===== config.mk =====
export PLATFORM = sky130hd
export DESIGN_NAME = wb_master_arbiter
export DESIGN_NICKNAME = d
export VERILOG_FILES = /design/src/rtl/wb_master_arbiter.sv
export SDC_FILE = /design/constraint.sdc
export NUM_CORES = 1
export LEC_CHECK = 0
export CORE_AREA = 4 4 117 119
export DETAILED_ROUTE_END_ITERATION = 12
export DIE_AREA = 0 0 121 123
export PLACE_DENSITY_LB_ADDON = 0.15
export RECOVER_POWER = 50
export SETUP_SLACK_MARGIN = 0.15
export SLEW_MARGIN = 20
export SYNTH_ARGS = -nofsm -noshare
export SYNTH_HDL_FRONTEND = slang
export SYNTH_SLANG_ARGS = --single-unit

===== constraint.sdc =====
create_clock -name clk -period 1.8 [get_ports clk]
set_clock_uncertainty 0.2 [all_clocks]
set_input_delay 0.36 -clock clk [delete_from_list [all_inputs] [get_ports clk]]
set_output_delay 0.36 -clock clk [all_outputs]
set_load 0.01 [all_outputs]

===== src/rtl/wb_master_arbiter.sv =====
// Round-robin N-master Wishbone arbiter; ownership is locked for a whole cyc.
// Optional bus-timeout watchdog enabled by defining WB_ARB_TIMEOUT_EN.
module wb_master_arbiter #(
  parameter int NUM_MASTERS = 2,
  parameter int ADDR_W      = 32,
  parameter int DATA_W      = 32,
  parameter int TIMEOUT     = 255
) (
  input  logic                            clk,
  input  logic                            rst_n,
  input  logic [NUM_MASTERS-1:0]          m_cyc_i,
  input  logic [NUM_MASTERS-1:0]          m_stb_i,
  input  logic [NUM_MASTERS-1:0]          m_we_i,
  input  logic [NUM_MASTERS*ADDR_W-1:0]   m_adr_i,
  input  logic [NUM_MASTERS*DATA_W-1:0]   m_dat_i,
  input  logic [NUM_MASTERS*DATA_W/8-1:0] m_sel_i,
  input  logic [NUM_MASTERS*3-1:0]        m_cti_i,
  input  logic [NUM_MASTERS*2-1:0]        m_bte_i,
  output logic [NUM_MASTERS-1:0]          m_ack_o,
  output logic [NUM_MASTERS-1:0]          m_err_o,
  output logic [NUM_MASTERS-1:0]          m_rty_o,
  output logic [DATA_W-1:0]               m_dat_o,
  output logic                            wb_cyc_o,
  output logic                            wb_stb_o,
  output logic                            wb_we_o,
  output logic [ADDR_W-1:0]               wb_adr_o,
  output logic [DATA_W-1:0]               wb_dat_o,
  output logic [DATA_W/8-1:0]             wb_sel_o,
  output logic [2:0]                      wb_cti_o,
  output logic [1:0]                      wb_bte_o,
  input  logic                            wb_ack_i,
  input  logic                            wb_err_i,
  input  logic                            wb_rty_i,
  input  logic [DATA_W-1:0]               wb_dat_i,
  output logic [NUM_MASTERS-1:0]          grant_o,
  output logic                            timeout_o,
  output logic [1:0]                      state_o
);

  localparam int GW = (NUM_MASTERS > 1) ? $clog2(NUM_MASTERS) : 1;
  localparam int SW = DATA_W / 8;

  typedef enum logic [1:0] {
    IDLE    = 2'd0,
    OWN     = 2'd1,
    BACKOFF = 2'd2
  } state_t;

  state_t        state_q, state_d;
  logic [GW-1:0] g_q, g_d, ptr_q, ptr_d, winner, g_next;
  logic          found;
  logic          own_cyc, own_stb;
  logic          fire;
  int            idx;

  assign own_cyc = m_cyc_i[g_q];
  assign own_stb = m_stb_i[g_q];
  assign g_next  = (int'(g_q) == NUM_MASTERS - 1) ? '0 : g_q + 1'b1;
  assign state_o = state_q;

  // First requester at or above ptr, wrapping around.
  always_comb begin
    winner = '0;
    found  = 1'b0;
    idx    = 0;
    for (int i = 0; i < NUM_MASTERS; i++) begin
      idx = (int'(ptr_q) + i) % NUM_MASTERS;
      if (!found && m_cyc_i[GW'(idx)]) begin
        winner = GW'(idx);
        found  = 1'b1;
      end
    end
  end

`ifdef WB_ARB_TIMEOUT_EN
  localparam int CW = $clog2(TIMEOUT + 1);
  logic [CW-1:0] cnt_q;
  logic          resp;

  assign resp = wb_ack_i | wb_err_i | wb_rty_i;
  // cnt_q counts earlier unanswered cycles, so cnt_q+1 includes the current one.
  assign fire = (state_q == OWN) && own_cyc && own_stb && !resp &&
                (cnt_q == CW'(TIMEOUT - 1));

  always_ff @(posedge clk or negedge rst_n) begin
    if (!rst_n)
      cnt_q <= '0;
    else if (state_q == OWN && own_cyc && own_stb && !resp && !fire)
      cnt_q <= cnt_q + 1'b1;
    else
      cnt_q <= '0;
  end
`else
  assign fire = 1'b0;
`endif

  always_ff @(posedge clk or negedge rst_n) begin
    if (!rst_n) begin
      state_q <= IDLE;
      g_q     <= '0;
      ptr_q   <= '0;
    end else begin
      state_q <= state_d;
      g_q     <= g_d;
      ptr_q   <= ptr_d;
    end
  end

  always_comb begin
    state_d = state_q;
    g_d     = g_q;
    ptr_d   = ptr_q;
    case (state_q)
      IDLE: begin
        if (found) begin
          state_d = OWN;
          g_d     = winner;
        end
      end
      OWN: begin
        if (!own_cyc) begin
          state_d = IDLE;
          ptr_d   = g_next;
        end else if (fire) begin
          state_d = BACKOFF;
        end
      end
      BACKOFF: begin
        // A timed-out owner also passes priority on, keeping rotation fair.
        if (!own_cyc) begin
          state_d = IDLE;
          ptr_d   = g_next;
        end
      end
      default: state_d = IDLE;
    endcase
  end

  always_comb begin
    m_ack_o   = '0;
    m_err_o   = '0;
    m_rty_o   = '0;
    m_dat_o   = '0;
    wb_cyc_o  = 1'b0;
    wb_stb_o  = 1'b0;
    wb_we_o   = 1'b0;
    wb_adr_o  = '0;
    wb_dat_o  = '0;
    wb_sel_o  = '0;
    wb_cti_o  = '0;
    wb_bte_o  = '0;
    grant_o   = '0;
    timeout_o = fire;
    if (state_q == OWN) begin
      wb_cyc_o       = own_cyc & ~fire;
      wb_stb_o       = own_stb & ~fire;
      wb_we_o        = m_we_i[g_q];
      wb_adr_o       = m_adr_i[int'(g_q)*ADDR_W +: ADDR_W];
      wb_dat_o       = m_dat_i[int'(g_q)*DATA_W +: DATA_W];
      wb_sel_o       = m_sel_i[int'(g_q)*SW +: SW];
      wb_cti_o       = m_cti_i[int'(g_q)*3 +: 3];
      wb_bte_o       = m_bte_i[int'(g_q)*2 +: 2];
      m_dat_o        = wb_dat_i;
      m_ack_o[g_q]   = wb_ack_i;
      m_err_o[g_q]   = wb_err_i | fire;
      m_rty_o[g_q]   = wb_rty_i;
      grant_o[g_q]   = 1'b1;
    end
  end

endmodule

==> results.md, run 1 <==
* Seq/Total Area, Yosys at 4.57%
* Critical path's top delay family: buffers and inverters
* Yosys warns at 0
* I/O pin count at 308
* Hpwl dp at 8780 um
* First-pass DRT Iterations at 4
* Crit. End Element: output pin
* Min cycle time layout at 2.09 ns
* Fin. Hold Viols at 0
* Routed WL at 11600 um
* Vias in the first global route at 3065
* Fraction of layout cells with a size suffix above 1 at 37.7%
* Status: complete, but fails checks
* RSZ-0062 raised after global routing: true
* Global route total overflow at 0
* Die area at 14900 sq um
* RePlAce Congestion at 0.754
* FF-to-FF path depth at 8
* CTS tree: done
* Vias at 2942
* Rows at 41
* Pin count of the biggest net entering global routing at 30
* Initial Util at 13.1%
* Worst path depth at 6
* Placeable Area at 12600 sq um
* WP buf/inv at 4
* DP Cell Count at 696
* Total GRT Usage at 13.6%
* Number of synthesized flops with an enable pin at 0
* Root Driver: clkbuf_16
* Layout area overhead at 223%
* Initial antenna violation count at 0
* DR iter-0 viols at 54
* Worst vdd ir at 0.467 mV
* FMAX at 0.478 GHz
* HP Class: in2async
* Period Utilization, post-route at 116%
* Fin cells at 742
* Clk slew on worst S/H paths at 0.03 ns
* Port Buffers at 305
* CP most frequent cell: buf_6
* Critical path peak fanout at 8
* Post-synthesis cell area at 1640 sq um
* Remaining antenna violation count at 0
* Final nets at 760
* Ys flop type: dfrtp_1
* Cell area power density at 1110 nW/um^2
* Reg2reg setup slack at 0.17 ns
* Startpoint types: flop
* Failing checks: negative setup slack
* Syn Inst Count at 229
* Crit path capture: wb_adr_o[27]
* Setup_tns at -16.88 ns
* Pins over their slew limit at 0
* Asr flop ratio synth at 100%
* Htree depth at 1
* DIE HEIGHT at 123 um
* Fin area at 5300 sq um
* Drt wl/cell at 15.6 um
* Later-pin clock latency in the skew report at 0.22 ns
* First-pass GRT wire length at 16000 um
* FF+latch count, synth at 3
* CP max stage cell: dfrtp_4
* Syn avg cell area at 7.17 sq um
* Setup ws final at -0.292 ns
* Cells along the critical path: buf_6 -> buf_16 -> buf_6 -> mux2i_1 -> nor2_1 -> buf_2
* Reg-to-Reg Start: state_o[0]
* Max-cap violations at 0
* # hold bufs at CTS at 0
* CP Data Required Time at 1.24 ns
* Longest Clk Path Bufs at 2
* Critical path origin: g_q
* # diodes at 0
* Die X at 121 um
* Final Setup Violations at 109
* R2R Path End: state_o[0]
* Drt drc at 0
* Dpl cell area at 4860 sq um
* Crit path DAT at 1.53 ns
* Clk sinks at 3
* Num CTS Buffers at 3
* Leak Pwr at 0.00260 uW
* Yosys cell types at 17
* WS Path Type: reg2out
* Vias per cell at 3.96
* CP max stage delay at 0.54 ns
cells in the mapped netlist, types with 2 or more instances:
cell type	instances	share of area, %
and3_1	3	1.1
nor2_1	77	18
nand2_1	2	0.46
o21ai_1	4	1.2
clkbuf_1	6	1.4
and2_1	36	14
buf_4	2	0.91
buf_12	7	8.5
dfrtp_1	3	4.6
buf_2	7	2.1
mux2i_1	76	46
through the flow:
stage / hold slack [ns] / power, uW / util [%] / setup WS, ns
floorplan: -0.136 / 2460 / - / 0.236
finish: 0.197 / 5890 / 42.2 / -0.292
global placement: 0.326 / 4530 / 38.7 / -0.437
CTS: 0.130 / 5710 / 41.3 / -0.344
detailed placement: 0.332 / 4540 / 38.7 / -0.466
global route: 0.214 / 6290 / 42.2 / -0.366
cell families after synthesis:
kind of cell	synth area share, %
simple gates	33.2
compound gates	1.52
mux	46.3
other cells	0.228
flops	4.57
buf+inv	14.1
layer usage:
| metal | part of all wire [%] | global-route usage (%) | routed length, um |
|---|---|---|---|
| met1 | 33 | 13.3 | 3830 |
| met2 | 54 | 26.7 | 6230 |
| met3 | 12 | 4.99 | 1370 |
| met4 | 1.6 | 3.40 | 185 |
| met5 | 0 | 0 | 0 |
worst min-delay path by stage:
stage                     start  depth (start not counted)    endpoint  slack (ns)
after floorplan           rst_n                          0         g_q       -0.14
after global placement    ptr_q                          2       ptr_q        0.33
after detailed placement  ptr_q                          2       ptr_q        0.33
after CTS                 rst_n                          1       ptr_q        0.13
after global routing      rst_n                          1  state_o[0]        0.21
final                     rst_n                          1  state_o[0]        0.20
power by group:
group	switching [uW]	leakage [uW]	total, uW	internal, uW
sequential	61.2	0.0000329	166	104
clock	59.4	0.0000382	352	292
combinational	2210	0.00253	5380	3160
layout make-up:
cell class / instances / area, sq um
Timing Repair Buffer: 359 / 3450
Clock buffer: 4 / 78.8
Tap cell: 172 / 215
Multi-Input combinational cell: 202 / 1460
Sequential cell: 3 / 78.8
Fill cell: 1284 / 7270
Inverter: 2 / 15.0
cells in the final DEF (no fill, tap or decap):
| cell | synthesis | routed |
|---|---|---|
| clkdlybuf4s50_1 | 0 | 187 |
| buf_2 | 7 | 80 |
| nor2_1 | 77 | 76 |
| mux2i_1 | 76 | 71 |
| buf_6 | 1 | 59 |
| and2_4 | 0 | 35 |
| buf_4 | 2 | 8 |
| buf_16 | 0 | 7 |
| buf_12 | 7 | 6 |
| clkbuf_16 | 0 | 5 |
| mux2i_2 | 0 | 4 |
| o21ai_1 | 4 | 4 |
| buf_8 | 0 | 4 |
| and3_1 | 3 | 3 |
| clkbuf_1 | 6 | 3 |
| clkbuf_2 | 0 | 3 |
| nand2_1 | 2 | 2 |
| conb_1 | 1 | 2 |
| dfrtp_1 | 3 | 2 |
| inv_8 | 0 | 1 |
| nor2_4 | 0 | 1 |
| and2_1 | 36 | 1 |
| mux2i_4 | 0 | 1 |
| inv_1 | 1 | 1 |
| a21oi_1 | 1 | 1 |
| nand3_1 | 1 | 1 |
| dfrtp_4 | 0 | 1 |
| dlygate4sd3_1 | 0 | 1 |
sequential cells by signal (all words and copies together), names as in the netlist:
name,cells
state_o,1
ptr_q,1
g_q,1
timing repair:
item                                    CTS  global route
hold endpoints to repair                  0             0
gates resized for setup                 517            80
endpoints found under the setup margin  117           116
buffers inserted                         27             4
gates cloned                              9             2
pin swaps                                 6            14
(Power assumes the default switching activity.)
==> inputs of run 2 (changes only) <==
HOLD_SLACK_MARGIN = 0.1   (was unset)
MAX_ROUTING_LAYER = met4   (was unset)
==> run 2 against run 1 <==
The run still ends with negative setup slack left. Via count rose by 0.37%. First-iteration DRC count up 1.9%. Worst hold slack is the same. Global-route usage increased by 0.40 points. Largest power group unchanged.
==> results.md, run 2 (synthesized netlist as in run 1, its figures left out) <==
* Status: complete, but fails checks
* Failing checks: negative setup slack
* FMAX at 0.478 GHz
* Vias in the first global route at 3078
* Longest Clk Path Bufs at 2
* Commonest non-fill, non-tap cells in the layout: clkdlybuf4s50_1 (187), buf_2 (80), nor2_1 (76), mux2i_1 (71), buf_6 (59)
* Smallest hold slack at 0.197 ns
* Total GRT Usage at 14.0%
* First-pass DRT Iterations at 4
* RSZ-0062 raised after global routing: true
* Critical path peak fanout at 8
* NetSw at 2340 uW
* Crit. End Element: output pin
* Port Buffers at 305
* Initial antenna violation count at 0
* Remaining antenna violation count at 0
* Routed WL at 11600 um
* Crit path DAT at 1.53 ns
* # hold bufs at CTS at 0
* First-pass GRT wire length at 15900 um
* Reg-to-Reg Start: state_o[0]
* Layout area overhead at 223%
* Num CTS Buffers at 3
* Die X at 121 um
* Pin count of the biggest net entering global routing at 30
* Startpoint types: flop
* DIE HEIGHT at 123 um
* Setup_tns at -16.87 ns
* Fin. Hold Viols at 0
* Initial Util at 13.1%
* # diodes at 0
* Commonest non-fill, non-tap cell in the layout: clkdlybuf4s50_1
* FF-to-FF path depth at 8
* Clk sinks at 3
* Gate power share at 91.2%
* Drt drc at 0
* Cell area power density at 1110 nW/um^2
* Fin cells at 742
* P_int at 3560 uW
* Htree depth at 1
* Vias at 2953
* Root Driver: clkbuf_16
* Rows at 41
* Final nets at 760
* Final Setup Violations at 109
* Pre-CTS setup slack at -0.466 ns
* Fill count at 1284
* DR iter-0 viols at 55
* CP Data Required Time at 1.24 ns
* Max-cap violations at 0
* Crit path capture: wb_adr_o[27]
* Period Utilization, post-route at 116%
* Placeable Area at 12600 sq um
* DP Cell Count at 696
* Min cycle time layout at 2.09 ns
* RePlAce Congestion at 0.764
* I/O pin count at 308
* Global route total overflow at 0
* Worst vdd ir at 0.468 mV
* Critical path origin: g_q
* CTS tree: done
* HP Class: in2async
* Leak Pwr at 0.00260 uW
* Hpwl dp at 8780 um
* Clk pwr share at 6.0%
* Sw frac at 39.6%
* R2R Path End: state_o[0]
* WS Path Type: reg2out
* Pins over their slew limit at 0
* Later-pin clock latency in the skew report at 0.22 ns
* Setup ws final at -0.292 ns
* Drt wl/cell at 15.7 um
* Vias per cell at 3.98
* Total power at 5900 uW
* Fraction of layout cells with a size suffix above 1 at 37.7%
* Die area at 14900 sq um
* Clk slew on worst S/H paths at 0.03 ns
* Reg2reg setup slack at 0.17 ns
* Seq pwr share at 2.8%
==> run 2: what timing repair did <==
action	CTS	global route
gates cloned	9	2
resized for setup	517	80
setup endpoints to repair	117	116
pin swaps	6	15
setup buffers	27	4
endpoints found under the hold margin	0	0
==> run 2: routing by layer <==
metal | wire length [um] | track usage [%] | up-vias
met1 | 3990 | 14.1 | 1318
met5 | 0 | - | -
met4 | 185 | 3.40 | 0
met3 | 1200 | 3.66 | 13
li1 | - | - | 1436
met2 | 6240 | 26.7 | 186
==> run 2: final cells by class <==
class                           instances  area, sq um  area share (%)
Clock buffer                            4         78.8            1.49
Inverter                                2         15.0           0.283
Multi-Input combinational cell        202         1460            27.6
Sequential cell                         3         78.8            1.49
Tap cell                              172          215            4.06
Timing Repair Buffer                  359         3450            65.1
==> run 2: worst min-delay path by stage <==
stage | from | end
6_report | rst_n | state_o[0]
5_1_grt | rst_n | state_o[0]
4_1_cts | rst_n | ptr_q
3_5_place_dp | ptr_q | ptr_q
3_3_place_gp | ptr_q | ptr_q
2_1_floorplan | rst_n | g_q
==> run 2: power groups by stage <==
stage / clock network [uW] / registers [uW] / logic [uW]
2_1_floorplan: 0 / 118 / 2340
3_3_place_gp: 0 / 173 / 4360
3_5_place_dp: 0 / 175 / 4360
4_1_cts: 359 / 172 / 5180
5_1_grt: 368 / 171 / 5750
6_report: 352 / 166 / 5380
==> run 2: per-stage QoR <==
stage	instance area, sq um	utilization [%]
finish	5300	42.2
global route	5300	42.2
CTS	5190	41.3
detailed placement	4860	38.7
global placement	4860	38.7
floorplan	1650	-
==> run 2: worst max-delay path: stages (launching register included) <==
cell,delay (ns)
dfrtp_4,0.54
buf_6,0.17
buf_16,0.15
buf_6,0.11
mux2i_1,0.10
nor2_1,0.10
buf_2,0.13
==> inputs of run 3 (changes only) <==
PLACE_DENSITY = 0.56   (was unset)
PLACE_DENSITY_LB_ADDON = unset   (was 0.15)
==> run 3 against run 2 <==
The run still ends with negative setup slack left. Critical path depth unchanged. Clock power up 2%. Highest routed layer unchanged. Critical endpoint is now wb_cyc_o. Sequential cell count unchanged. Register-to-register slack worse by 0.05 ns. Routed wire length up 2.3%.
==> results.md, run 3 (synthesized netlist as in run 1, its figures left out) <==
* Min cycle time layout at 2.10 ns
* Port Buffers at 305
* Total power at 6120 uW
* Critical path peak fanout at 5
* Final nets at 760
* Period Utilization, post-route at 117%
* CP Data Required Time at 1.24 ns
* Core Util, Final at 42.8%
* Clk slew on worst S/H paths at 0.03 ns
* RSZ-0062 raised after global routing: true
* RePlAce Congestion at 0.815
* Cell area power density at 1140 nW/um^2
* Final Setup Violations at 112
* Routed WL at 11900 um
* CP max stage delay at 0.51 ns
* Initial Util at 13.1%
* Vias per cell at 3.97
* Reg2reg setup slack at 0.12 ns
* Commonest non-fill, non-tap cell in the layout: clkdlybuf4s50_1
* I/O pin count at 308
* First-pass DRT Iterations at 4
* Crit path DAT at 1.54 ns
* CP max stage cell: dfrtp_4
* FF-to-FF path depth at 8
* Num CTS Buffers at 3
* WS Path Type: reg2out
* Reg area at 80.1 sq um
* Startpoint types: flop
* R2R Path End: state_o[0]
* Fill count at 1259
* First-pass GRT wire length at 16600 um
* Cells along the critical path: buf_6 -> buf_6 -> buf_6 -> mux2i_2 -> nor2_1 -> buf_4
* DR iter-0 viols at 64
* Worst vdd ir at 0.533 mV
* Die area at 14900 sq um
* Global route total overflow at 0
* Smallest hold slack at 0.196 ns
* Fraction of layout cells with a size suffix above 1 at 39.1%
* Failing checks: negative setup slack
* Commonest non-fill, non-tap cells in the layout: clkdlybuf4s50_1 (187), nor2_1 (76), buf_2 (76), mux2i_1 (71), buf_6 (66)
* Fin. Hold Viols at 0
* Root Driver: clkbuf_16
* Status: complete, but fails checks
* CP most frequent cell: buf_6
* Leak Pwr at 0.00261 uW
* Setup ws final at -0.305 ns
* FMAX at 0.475 GHz
* Longest Clk Path Bufs at 2
* Reg-to-Reg Start: g_q
* DIE HEIGHT at 123 um
* Total GRT Usage at 14.7%
* Initial antenna violation count at 0
* Pin count of the biggest net entering global routing at 32
* Clk sinks at 3
* Remaining antenna violation count at 0
* Multi-input logic area at 1470 sq um
* Hpwl dp at 8850 um
* Htree depth at 1
* Placeable Area at 12600 sq um
* Die X at 121 um
* Max-cap violations at 0
* Later-pin clock latency in the skew report at 0.23 ns
* Vias at 2943
* Pre-CTS setup slack at -0.417 ns
* Pins over their slew limit at 0
* Rows at 41
* # diodes at 0
* Vias in the first global route at 3184
* Drt drc at 0
* CTS tree: done
* Layout area overhead at 227%
* Drt wl/cell at 16.0 um
* Crit. End Element: output pin
* HP Class: in2async
[run 3: power breakdown]
group          leakage [uW]  internal (uW)  switching [uW]
logic               0.00254           3330            2270
clock network     0.0000382            293            66.5
registers         0.0000318            106            54.4
total               0.00261           3730            2390
[run 3: layout make-up]
cell class                 count  area share [%]
multi-input combinational    202            27.4
sequential                     3            1.49
inverter                       2           0.140
timing repair buffer         359            65.5
tap                          172            4.00
clock buffer                   4            1.47
[run 3: stage by stage]
step	std cells	TNS (ns)	cell area [sq um]
final	742	-18.84	5370
after floorplan	230	0	1650
after detailed placement	698	-32.58	4850
after global routing	742	-24.02	5370
after CTS	738	-18.42	5090
after global placement	698	-32.69	4850
[run 3: per-layer routing]
layer,part of all wire [%],vias up,global-route usage (%),wire length [um]
li1,-,1437,-,-
met3,8.2,6,2.70,978
met1,36,1329,15.7,4310
met4,1.1,0,3.47,132
met2,54,171,28.0,6460
met5,0,-,-,0
[run 3: worst max-delay path, delay by kind of cell, from the launching register on]
kind                   cells  cell delay (ns)
buffers and inverters      4             0.52
flip-flops                 1             0.51
AND/OR/NAND/NOR            1             0.15
multiplexers               1             0.14
[run 3: worst max path at each step]
stage / endpoint / depth (start not counted) / start / slack (ns)
floorplan: wb_bte_o[0] / 4 / state_o[0] / 0.24
finish: wb_cyc_o / 6 / g_q / -0.30
global route: wb_adr_o[23] / 6 / g_q / -0.35
CTS: wb_adr_o[23] / 6 / g_q / -0.32
global placement: wb_cyc_o / 4 / m_cyc_i[0] / -0.45
detailed placement: wb_cyc_o / 4 / m_cyc_i[1] / -0.42
[run 3: timing repair]
action                     CTS  global route
setup endpoints to repair  117           118
cloned                      11             0
gates resized for setup    545            61
hold buffers                 0             0
buffers inserted            25             4
pin swaps                   20            29
